`src/rtl/dsa_simd_write_packer_if.sv`:
```
// Pixel-stream and memory-write bundle for dsa_simd_write_packer.
// master drives start/config/pixels; slave is the packer.
interface dsa_simd_write_packer_if #(
   parameter int ADDR_WIDTH = 18,
   parameter int CNT_WIDTH  = 19
);
   logic                  start;
   logic [ADDR_WIDTH-1:0] base_addr;
   logic [CNT_WIDTH-1:0]  num_pixels;
   logic                  pix_valid;
   logic [7:0]            pix_data;
   logic                  pix_ready;
   logic                  busy;
   logic                  done;
   logic                  write_en;
   logic [ADDR_WIDTH-1:0] write_addr;
   logic [7:0]            write_data;
   logic                  simd_write_en;
   logic [ADDR_WIDTH-1:0] simd_base_addr;
   logic [7:0]            simd_data_0;
   logic [7:0]            simd_data_1;
   logic [7:0]            simd_data_2;
   logic [7:0]            simd_data_3;

   modport master (
      output start, base_addr, num_pixels,
      output pix_valid, pix_data,
      input  pix_ready, busy, done,
      input  write_en, write_addr, write_data,
      input  simd_write_en, simd_base_addr,
      input  simd_data_0, simd_data_1,
      input  simd_data_2, simd_data_3
   );

   modport slave (
      input  start, base_addr, num_pixels,
      input  pix_valid, pix_data,
      output pix_ready, busy, done,
      output write_en, write_addr, write_data,
      output simd_write_en, simd_base_addr,
      output simd_data_0, simd_data_1,
      output simd_data_2, simd_data_3
   );
endinterface

```
`src/rtl/dsa_simd_write_packer.sv`:
```
// Packs aligned 4-pixel groups into SIMD writes, rest as single writes.
// Optional WRPACK_PERF_EN adds simd_cnt / single_cnt strobe counters.
module dsa_simd_write_packer #(
   parameter int ADDR_WIDTH = 18,
   parameter int CNT_WIDTH  = 19
) (
   input  logic clk,
   input  logic rst_n,
   dsa_simd_write_packer_if.slave p
`ifdef WRPACK_PERF_EN
   ,
   output logic [15:0] simd_cnt,
   output logic [15:0] single_cnt
`endif
);

   typedef enum logic [1:0] {
      IDLE,
      RUN,
      FINISH
   } state_t;

   state_t                state;
   logic [ADDR_WIDTH-1:0] cur_addr;
   logic [CNT_WIDTH-1:0]  remaining;
   logic [1:0]            lane;
   logic [7:0]            lane_buf [4];
   logic                  accept;
   logic                  grp_start;

   assign p.pix_ready = (state == RUN) && (remaining != '0);
   assign p.busy      = (state != IDLE);
   assign accept      = p.pix_valid && p.pix_ready;
   assign grp_start   = (lane == 2'd0) && (cur_addr[1:0] == 2'd0)
                     && (remaining >= CNT_WIDTH'(4));

   // Transfer FSM, lane packing and registered write strobes.
   always_ff @(posedge clk or negedge rst_n) begin
      if (!rst_n) begin
         state            <= IDLE;
         cur_addr         <= '0;
         remaining        <= '0;
         lane             <= '0;
         for (int i = 0; i < 4; i++) lane_buf[i] <= '0;
         p.done           <= 1'b0;
         p.write_en       <= 1'b0;
         p.write_addr     <= '0;
         p.write_data     <= '0;
         p.simd_write_en  <= 1'b0;
         p.simd_base_addr <= '0;
         p.simd_data_0    <= '0;
         p.simd_data_1    <= '0;
         p.simd_data_2    <= '0;
         p.simd_data_3    <= '0;
      end else begin
         p.done          <= 1'b0;
         p.write_en      <= 1'b0;
         p.simd_write_en <= 1'b0;
         unique case (state)
            IDLE: begin
               if (p.start) begin
                  cur_addr  <= p.base_addr;
                  remaining <= p.num_pixels;
                  lane      <= '0;
                  state     <= (p.num_pixels == '0) ? FINISH : RUN;
               end
            end
            RUN: begin
               if (accept) begin
                  cur_addr  <= cur_addr + 1'b1;
                  remaining <= remaining - 1'b1;
                  if (remaining == CNT_WIDTH'(1)) state <= FINISH;
                  // lane!=0 means we are mid-group; the group always completes
                  if (lane != 2'd0 || grp_start) begin
                     lane_buf[cur_addr[1:0]] <= p.pix_data;
                     lane                    <= lane + 2'd1;
                     if (lane == 2'd3) begin
                        p.simd_write_en  <= 1'b1;
                        p.simd_base_addr <= {cur_addr[ADDR_WIDTH-1:2], 2'b00};
                        p.simd_data_0    <= lane_buf[0];
                        p.simd_data_1    <= lane_buf[1];
                        p.simd_data_2    <= lane_buf[2];
                        p.simd_data_3    <= p.pix_data;
                     end
                  end else begin
                     p.write_en   <= 1'b1;
                     p.write_addr <= cur_addr;
                     p.write_data <= p.pix_data;
                  end
               end
            end
            FINISH: begin
               p.done <= 1'b1;
               state  <= IDLE;
            end
            default: state <= IDLE;
         endcase
      end
   end

`ifdef WRPACK_PERF_EN
   // Saturating strobe counters, cleared when a transfer is started.
   always_ff @(posedge clk or negedge rst_n) begin
      if (!rst_n) begin
         simd_cnt   <= '0;
         single_cnt <= '0;
      end else if (state == IDLE && p.start) begin
         simd_cnt   <= '0;
         single_cnt <= '0;
      end else begin
         if (p.simd_write_en && simd_cnt != 16'hFFFF)
            simd_cnt <= simd_cnt + 16'd1;
         if (p.write_en && single_cnt != 16'hFFFF)
            single_cnt <= single_cnt + 16'd1;
      end
   end
`endif

endmodule

```
`src/flat_wrapper.sv`:
```
// flat-port wrapper written by rule: the top's interface ports become plain ports
module dsa_simd_write_packer_flat 
#(
   parameter int ADDR_WIDTH = 18,
   parameter int CNT_WIDTH  = 19
)
  (clk, rst_n, p_start, p_base_addr, p_num_pixels, p_pix_valid, p_pix_data, p_pix_ready, p_busy, p_done, p_write_en, p_write_addr, p_write_data, p_simd_write_en, p_simd_base_addr, p_simd_data_0, p_simd_data_1, p_simd_data_2, p_simd_data_3);
  dsa_simd_write_packer_if #(.ADDR_WIDTH(ADDR_WIDTH), .CNT_WIDTH(CNT_WIDTH)) p_i ();
  input  logic clk;
  input  logic rst_n;
  input wire logic [$bits(p_i.start)-1:0] p_start;
  input wire logic [$bits(p_i.base_addr)-1:0] p_base_addr;
  input wire logic [$bits(p_i.num_pixels)-1:0] p_num_pixels;
  input wire logic [$bits(p_i.pix_valid)-1:0] p_pix_valid;
  input wire logic [$bits(p_i.pix_data)-1:0] p_pix_data;
  output wire logic [$bits(p_i.pix_ready)-1:0] p_pix_ready;
  output wire logic [$bits(p_i.busy)-1:0] p_busy;
  output wire logic [$bits(p_i.done)-1:0] p_done;
  output wire logic [$bits(p_i.write_en)-1:0] p_write_en;
  output wire logic [$bits(p_i.write_addr)-1:0] p_write_addr;
  output wire logic [$bits(p_i.write_data)-1:0] p_write_data;
  output wire logic [$bits(p_i.simd_write_en)-1:0] p_simd_write_en;
  output wire logic [$bits(p_i.simd_base_addr)-1:0] p_simd_base_addr;
  output wire logic [$bits(p_i.simd_data_0)-1:0] p_simd_data_0;
  output wire logic [$bits(p_i.simd_data_1)-1:0] p_simd_data_1;
  output wire logic [$bits(p_i.simd_data_2)-1:0] p_simd_data_2;
  output wire logic [$bits(p_i.simd_data_3)-1:0] p_simd_data_3;
  assign p_i.start = p_start;
  assign p_i.base_addr = p_base_addr;
  assign p_i.num_pixels = p_num_pixels;
  assign p_i.pix_valid = p_pix_valid;
  assign p_i.pix_data = p_pix_data;
  assign p_pix_ready = p_i.pix_ready;
  assign p_busy = p_i.busy;
  assign p_done = p_i.done;
  assign p_write_en = p_i.write_en;
  assign p_write_addr = p_i.write_addr;
  assign p_write_data = p_i.write_data;
  assign p_simd_write_en = p_i.simd_write_en;
  assign p_simd_base_addr = p_i.simd_base_addr;
  assign p_simd_data_0 = p_i.simd_data_0;
  assign p_simd_data_1 = p_i.simd_data_1;
  assign p_simd_data_2 = p_i.simd_data_2;
  assign p_simd_data_3 = p_i.simd_data_3;
  dsa_simd_write_packer #(.ADDR_WIDTH(ADDR_WIDTH), .CNT_WIDTH(CNT_WIDTH)) u_core (.clk(clk), .rst_n(rst_n), .p(p_i));
endmodule
```
`config.mk`:
```
export PLATFORM = sky130hd
export DESIGN_NAME = dsa_simd_write_packer_flat
export DESIGN_NICKNAME = d
export VERILOG_FILES = /design/src/rtl/dsa_simd_write_packer_if.sv /design/src/rtl/dsa_simd_write_packer.sv /design/src/flat_wrapper.sv
export SDC_FILE = /design/constraint.sdc
export NUM_CORES = 1
export LEC_CHECK = 0
export ABC_AREA = 1
export CAP_MARGIN = 0
export CORE_MARGIN = 2
export CORE_UTILIZATION = 30
export DETAILED_ROUTE_END_ITERATION = 10
export MAX_ROUTING_LAYER = met4
export PLACE_DENSITY = 0.58
export SLEW_MARGIN = 20
export SYNTH_ARGS = -nofsm -noshare
export SYNTH_HDL_FRONTEND = slang
export SYNTH_SLANG_ARGS = --single-unit
```
`constraint.sdc`:
```
create_clock -name clk -period 2.3 [get_ports clk]
set_input_delay 0.23 -clock clk [delete_from_list [all_inputs] [get_ports clk]]
set_output_delay 0.23 -clock clk [all_outputs]
set_load 0.01 [all_outputs]
```
; ---- After elaboration in Yosys (flattened, before gate mapping)
; Index checks and enable logic that the tools add are counted.
[totals]
latch_bits = 0
mem_count = 0
input_bits = 49
out_inout_bits = 81
mem_bits_rw = 0
elab_cells = 80
romBits = 0
reg_bits = 150
[op_classes]
div = 0
bitwise_logic = 2
shift = 0
n_reduce_logical = 20
multipliers = 0
n_eq_ne = 8
magnitude_cmp = 3
muxes = 26
n_addsub = 3
[ops]
columns = cell, n
row1 = 2-to-1 mux 19 bit, 2
row2 = one-hot mux 19 bit (2 select lines), 1
row3 = 2-to-1 mux 18 bit, 2
row4 = one-hot mux 18 bit (2 select lines), 1
row5 = bitwise mux 32 bit, 1
row6 = equality test 19 x 1 -> 1 bit (second input constant), 1
row7 = greater-or-equal comparator 19 x 3 -> 1 bit (second input constant), 1
row8 = logical NOT 19 bit, 1
row9 = nonzero test 19 bit, 1
row10 = subtractor 19 x 1 -> 19 bit (second input constant), 1
row11 = adder 18 x 1 -> 18 bit (second input constant), 1
row12 = demux 8 bit (select 2 bit), 1
row13 = 2-to-1 mux 2 bit, 7
row14 = AND reduction 3 bit, 4
row15 = 2-to-1 mux 1 bit, 8
row16 = 2-to-1 mux 8 bit, 1
row17 = one-hot mux 2 bit (2 select lines), 2
row18 = AND reduction 4 bit, 2
row19 = logical NOT 2 bit, 3
row20 = inequality test 2 bit (second input constant), 3
row21 = nonzero test 2 bit, 3
row22 = logical AND 1 bit, 5
row23 = equality test 2 bit (second input constant), 2
row24 = greater-or-equal comparator 3 bit (second input constant), 1
row25 = other kinds (7), 7

; ---- Longest topological paths before layout
[logic_depth]
depth_word = 7
depth_mapped = 14
depth_no_buf = 11

; ---- Least setup slack after synthesis
; OpenSTA, ideal clock, no wires.
[synth_path]
path_type = register -> register
start = register u_core.cur_addr[0]
end = register u_core.lane_buf[24] in the netlist's numbering
path_stages_with_launch = 10
arrival_time_ps = 1644
t_required_ps = 2182
period_less_slack_ps = 1762
setup_slack_ps = 538
setup_ps = 118
n_path_buf = 2
cell_sequence = dfrtp_1 > inv_1 > ha_1 > clkbuf_1 > nand2_2 > nand2_2 > buf_2 > nand3_1 > nand2_1 > nand2_1
[synth_between]
elab_chain_len = 6
elab_cells_between_ends = 12
classes_between = order compare: 2 / mux: 3 / bitwise: 1 / reduce/logical: 6
[synth_rtl]
columns = item, line_no
row1 = start: declaration, dsa_simd_write_packer.sv:24  ; logic [ADDR_WIDTH-1:0] cur_addr;
row2 = start signal: assignment, dsa_simd_write_packer.sv:62  ; cur_addr <= p.base_addr;
row3 = start signal: assignment, dsa_simd_write_packer.sv:70  ; cur_addr <= cur_addr + 1'b1;
row4 = inverter 2 -> 3 bit (implied by the code), dsa_simd_write_packer.sv:75  ; lane_buf[cur_addr[1:0]] <= p.pix_data;
row5 = greater-or-equal comparator 3 bit (implied by the code) or < comparator 3 x 1 -> 1 bit (tied branches), dsa_simd_write_packer.sv:75
row6 = logical AND 1 bit (implied by the code), dsa_simd_write_packer.sv:75
row7 = 2-to-1 mux 8 bit (implied by the code), dsa_simd_write_packer.sv:75
row8 = demux 8 bit (select 2 bit), dsa_simd_write_packer.sv:75
row9 = bitwise mux 32 bit, dsa_simd_write_packer.sv:75
row10 = end signal: indexed assignment, dsa_simd_write_packer.sv:75
row11 = end: declaration, dsa_simd_write_packer.sv:27  ; logic [7:0] lane_buf [4];
; Parallel ways exist; a longest one is shown, timed or not.
; A chain may end at the register's enable or synchronous reset.

; ---- Final worst setup path
[layout_path]
start = register u_core.remaining[9]
end = output p_pix_ready
[layout_between]
elab_chain_len = 2
[layout_rtl]
columns = item, line_no
row1 = start: declaration, dsa_simd_write_packer.sv:25  ; logic [CNT_WIDTH-1:0] remaining;
row2 = start signal: assignment, dsa_simd_write_packer.sv:63  ; remaining <= p.num_pixels;
row3 = start signal: assignment, dsa_simd_write_packer.sv:71  ; remaining <= remaining - 1'b1;
row4 = nonzero test 19 bit, dsa_simd_write_packer.sv:31  ; assign p.pix_ready = (state == RUN) && (remaining != '0);
row5 = logical AND 1 bit, dsa_simd_write_packer.sv:31
row6 = end: declaration, flat_wrapper.sv:16  ; output wire logic [$bits(p_i.pix_ready)-1:0] p_pix_ready;
; Every way passes these cells.

==> run_results.csv <==
group,metric,value,unit
timing,fin_crit_sh,0.981,
place,io_buffer_count,127,
cells_and_area,fin_area,0.00916,mm2
setup_path,required,2.07,ns
clock_tree,cts_buffer_depth,2,
power_and_ir_drop,power,13.1,mW
grt,grt_usage,0.173,
cells_and_area,final_util,0.403,
die,num_rows,55,
setup_path,path_cells,"nor2_2 -> nand2_1 -> nor2_4 -> nand3_2 -> nand2_1 -> inv_1 -> clkdlybuf4s50_1",
setup_path,cp_slowest_cell,"clkdlybuf4s50_1",
die,fp.dieW,156,um
timing,max_freq,443,MHz
clock_tree,cts_sinks,142,
synthesis,synth-main-ff-cell,"dfrtp_1",
synthesis,netlist_instances,914,
setup_path,worstReg2RegEnd,"u_core.p.write_addr[6]",
route,dr.pass1.iters,5,
clock_tree,cts_tree,"yes",
worst_hold_path,hold_path_class,"in2async",
setup_path,ff2ff_path_depth,9,
grt,grt.overflow.total,0,
synthesis,synth_cell_types,33,
grt,grt_pass1_vias,6170,
cells_and_area,final_common_cell,"nand2_1",
grt,grt_first_pass_wirelength,32100,um
power_and_ir_drop,power_switching,5.48,mW
synthesis,ys_ff_latch,142,
cells_and_area,n_antenna_cell,0,
synthesis,syn_area_per_cell,7.62,um2
timing,worst_hold_slack,0.349,ns
synthesis,async_reset_ff_frac,1.00,
setup_path,rrSetupSlack,0.15,ns
synthesis,syn-cell-area,0.00697,mm2
power_and_ir_drop,pwr-share-seq,0.335,
setup_path,crit_top_cell,"nand2_1",
route,num_vias,6315,
timing,tns,0,ns
timing,hold_viol_final,0,
route,wire_per_inst,14.7,um
setup_path,r2r_start,"u_core.remaining[10]",
clock_tree,htree_num_levels,4,
synthesis,synth_edf_count,0,
cells_and_area,area_delta_synth_final,31.5,%
power_and_ir_drop,power_leakage,4.53,nW
timing,tightest_slew,1.04,ns
die,initial_core_util,0.307,
synthesis,synth_warnings,0,
grt,antenna_found_initial,0,
grt,grt_start_max_net_pins,58,
synthesis,yosysSeqAreaShare,0.510,
cells_and_area,final_cell_mix,"395 x nand2_1, 142 x dfrtp_1, 126 x clkdlybuf4s50_1",
setup_path,critPathTopFamily,"simple AND/OR/NAND/NOR gates",
place,dpl.hpwl,13800,um
setup_path,cp_max_fo,5,
cells_and_area,drive_gt1_frac,0.0774,
place,preCtsSetupSlack,-0.0987,ns
timing,maxSlewHeadroom,0.307,
setup_path,worst_path_largest_cell_delay,0.47,ns
power_and_ir_drop,p_sw_frac,0.417,
timing,finalSetupViolCount,0,
place,gp_congestion,0.843,
power_and_ir_drop,peakVddDrop,531,uV
place,dp_cells,1307,
power_and_ir_drop,cellPowerDensity,1440,mW/mm2
setup_path,crit_buf_inv,2,
setup_path,crit_type,"reg2out",
route,drc_errors,0,
power_and_ir_drop,p_clk_frac,0.206,
timing,fin_skew,0.0116,ns
setup_path,arrival,2.03,ns
timing,layout_min_cycle_time,2.26,ns
cells_and_area,nets,1104,
setup_path,crit_path_end_kind,"output port",
place,placement.cell_area,0.00853,mm2
job,cap_violations,0,
power_and_ir_drop,cell_internal_pwr,7.66,mW
timing,setup_ws,0.0436,ns
route,drt_wl_total,19800,um
route,ant_nets,0,
route,drt_iter0_markers,334,
clock_tree,numCtsBuffers,17,
die,io_pins,130,
die,dieArea,0.0245,mm2
clock_tree,clkTransAtPathRegs,0.06,ns
die,coreArea,0.0227,mm2
clock_tree,cts_root_buffer,"clkbuf_16",
timing,slew_viol_final,0,
status,status,"finished clean",
cells_and_area,fin_cells,1344,
route,via_per_inst,4.70,
clock_tree,insertion_delay,0.43,ns
timing,rsz0062_at_grt,"true",
die,dieHeight,156,um
setup_path,startpoint_type,"flip-flop",
power_and_ir_drop,combinationalPowerShare,0.458,
[worst max path at each step]
stage / from / endpoint / slack [ns] / cells past startpoint
floorplan: u_core.cur_addr[0] / u_core.lane_buf[24] / 0.54 / 9
global placement: p_start / u_core.remaining[8] / -0.03 / 8
detailed placement: p_start / u_core.remaining[6] / -0.1 / 8
CTS: u_core.remaining[15] / p_pix_ready / 0.01 / 7
global route: u_core.remaining[13] / p_pix_ready / -0.04 / 7
finish: u_core.remaining[9] / p_pix_ready / 0.04 / 7
[kinds of logic after synthesis]
family,share of synthesized area
buf+inv,0.0695
other cells,0.000538
xor+xnor,0.00629
simple gates,0.326
compound gates,0.0711
fa+ha+maj,0.0162
flops,0.510
[Yosys cell counts (all sizes together), types with 2 or more instances]
library cell,count,share of area
nand3b,3,0.0032
buf,25,0.027
nand2,399,0.22
xor2,3,0.0038
nor2,70,0.042
nand3,72,0.053
xnor2,2,0.0025
nor3,5,0.0036
dfrtp,142,0.51
a21oi,8,0.0063
nand4,5,0.0045
or2,2,0.0018
clkbuf,16,0.0086
ha,9,0.016
inv,62,0.034
o21ai,86,0.062
[metal layers]
| metal | GRT usage | vias to the layer above | wire length, um |
|---|---|---|---|
| met3 | 0.0404 | 22 | 1220 |
| met2 | 0.255 | 215 | 8880 |
| li1 | - | 3143 | - |
| met4 | 0.0529 | 0 | 280 |
| met5 | - | - | 0 |
| met1 | 0.236 | 2935 | 9390 |
[state kept, by name (all words and copies together), names as in the netlist]
register                 cells
u_core.state                 2
u_core.p.done                1
u_core.p.simd_data_3         8
u_core.p.simd_data_2         8
u_core.p.simd_write_en       1
u_core.p.simd_base_addr     16
u_core.p.simd_data_0         8
u_core.cur_addr             18
u_core.p.simd_data_1         8
u_core.p.write_en            1
u_core.lane_buf             24
u_core.remaining            19
u_core.p.write_addr         18
u_core.lane                  2
u_core.p.write_data          8
[power by group through the flow]
| stage | Sequential [mW] | Combinational, mW | Clock (mW) |
|---|---|---|---|
| global placement | 4.41 | 5.85 | 0 |
| global route | 4.57 | 6.83 | 2.89 |
| detailed placement | 4.43 | 5.92 | 0 |
| CTS | 4.40 | 5.99 | 2.77 |
| floorplan | 4.50 | 3.41 | 0 |
| finish | 4.41 | 6.02 | 2.71 |
[cell type report]
cell class	count	area, um2
clock inverter	13	139
multi-input combinational	672	2970
sequential	142	3550
inverter	62	239
clock buffer	19	433
fill	2365	13600
tap	285	357
timing repair buffer	151	1470
[repair_timing]
action,4_1_cts,5_1_grt
pin swaps,1,2
gates cloned,1,1
buffers inserted,0,2
endpoints found under the hold margin,51,0
setup endpoints to repair,6,23
gates resized for setup,1,7
hold buffers,1,0
Power figures use the tool's default switching activity.
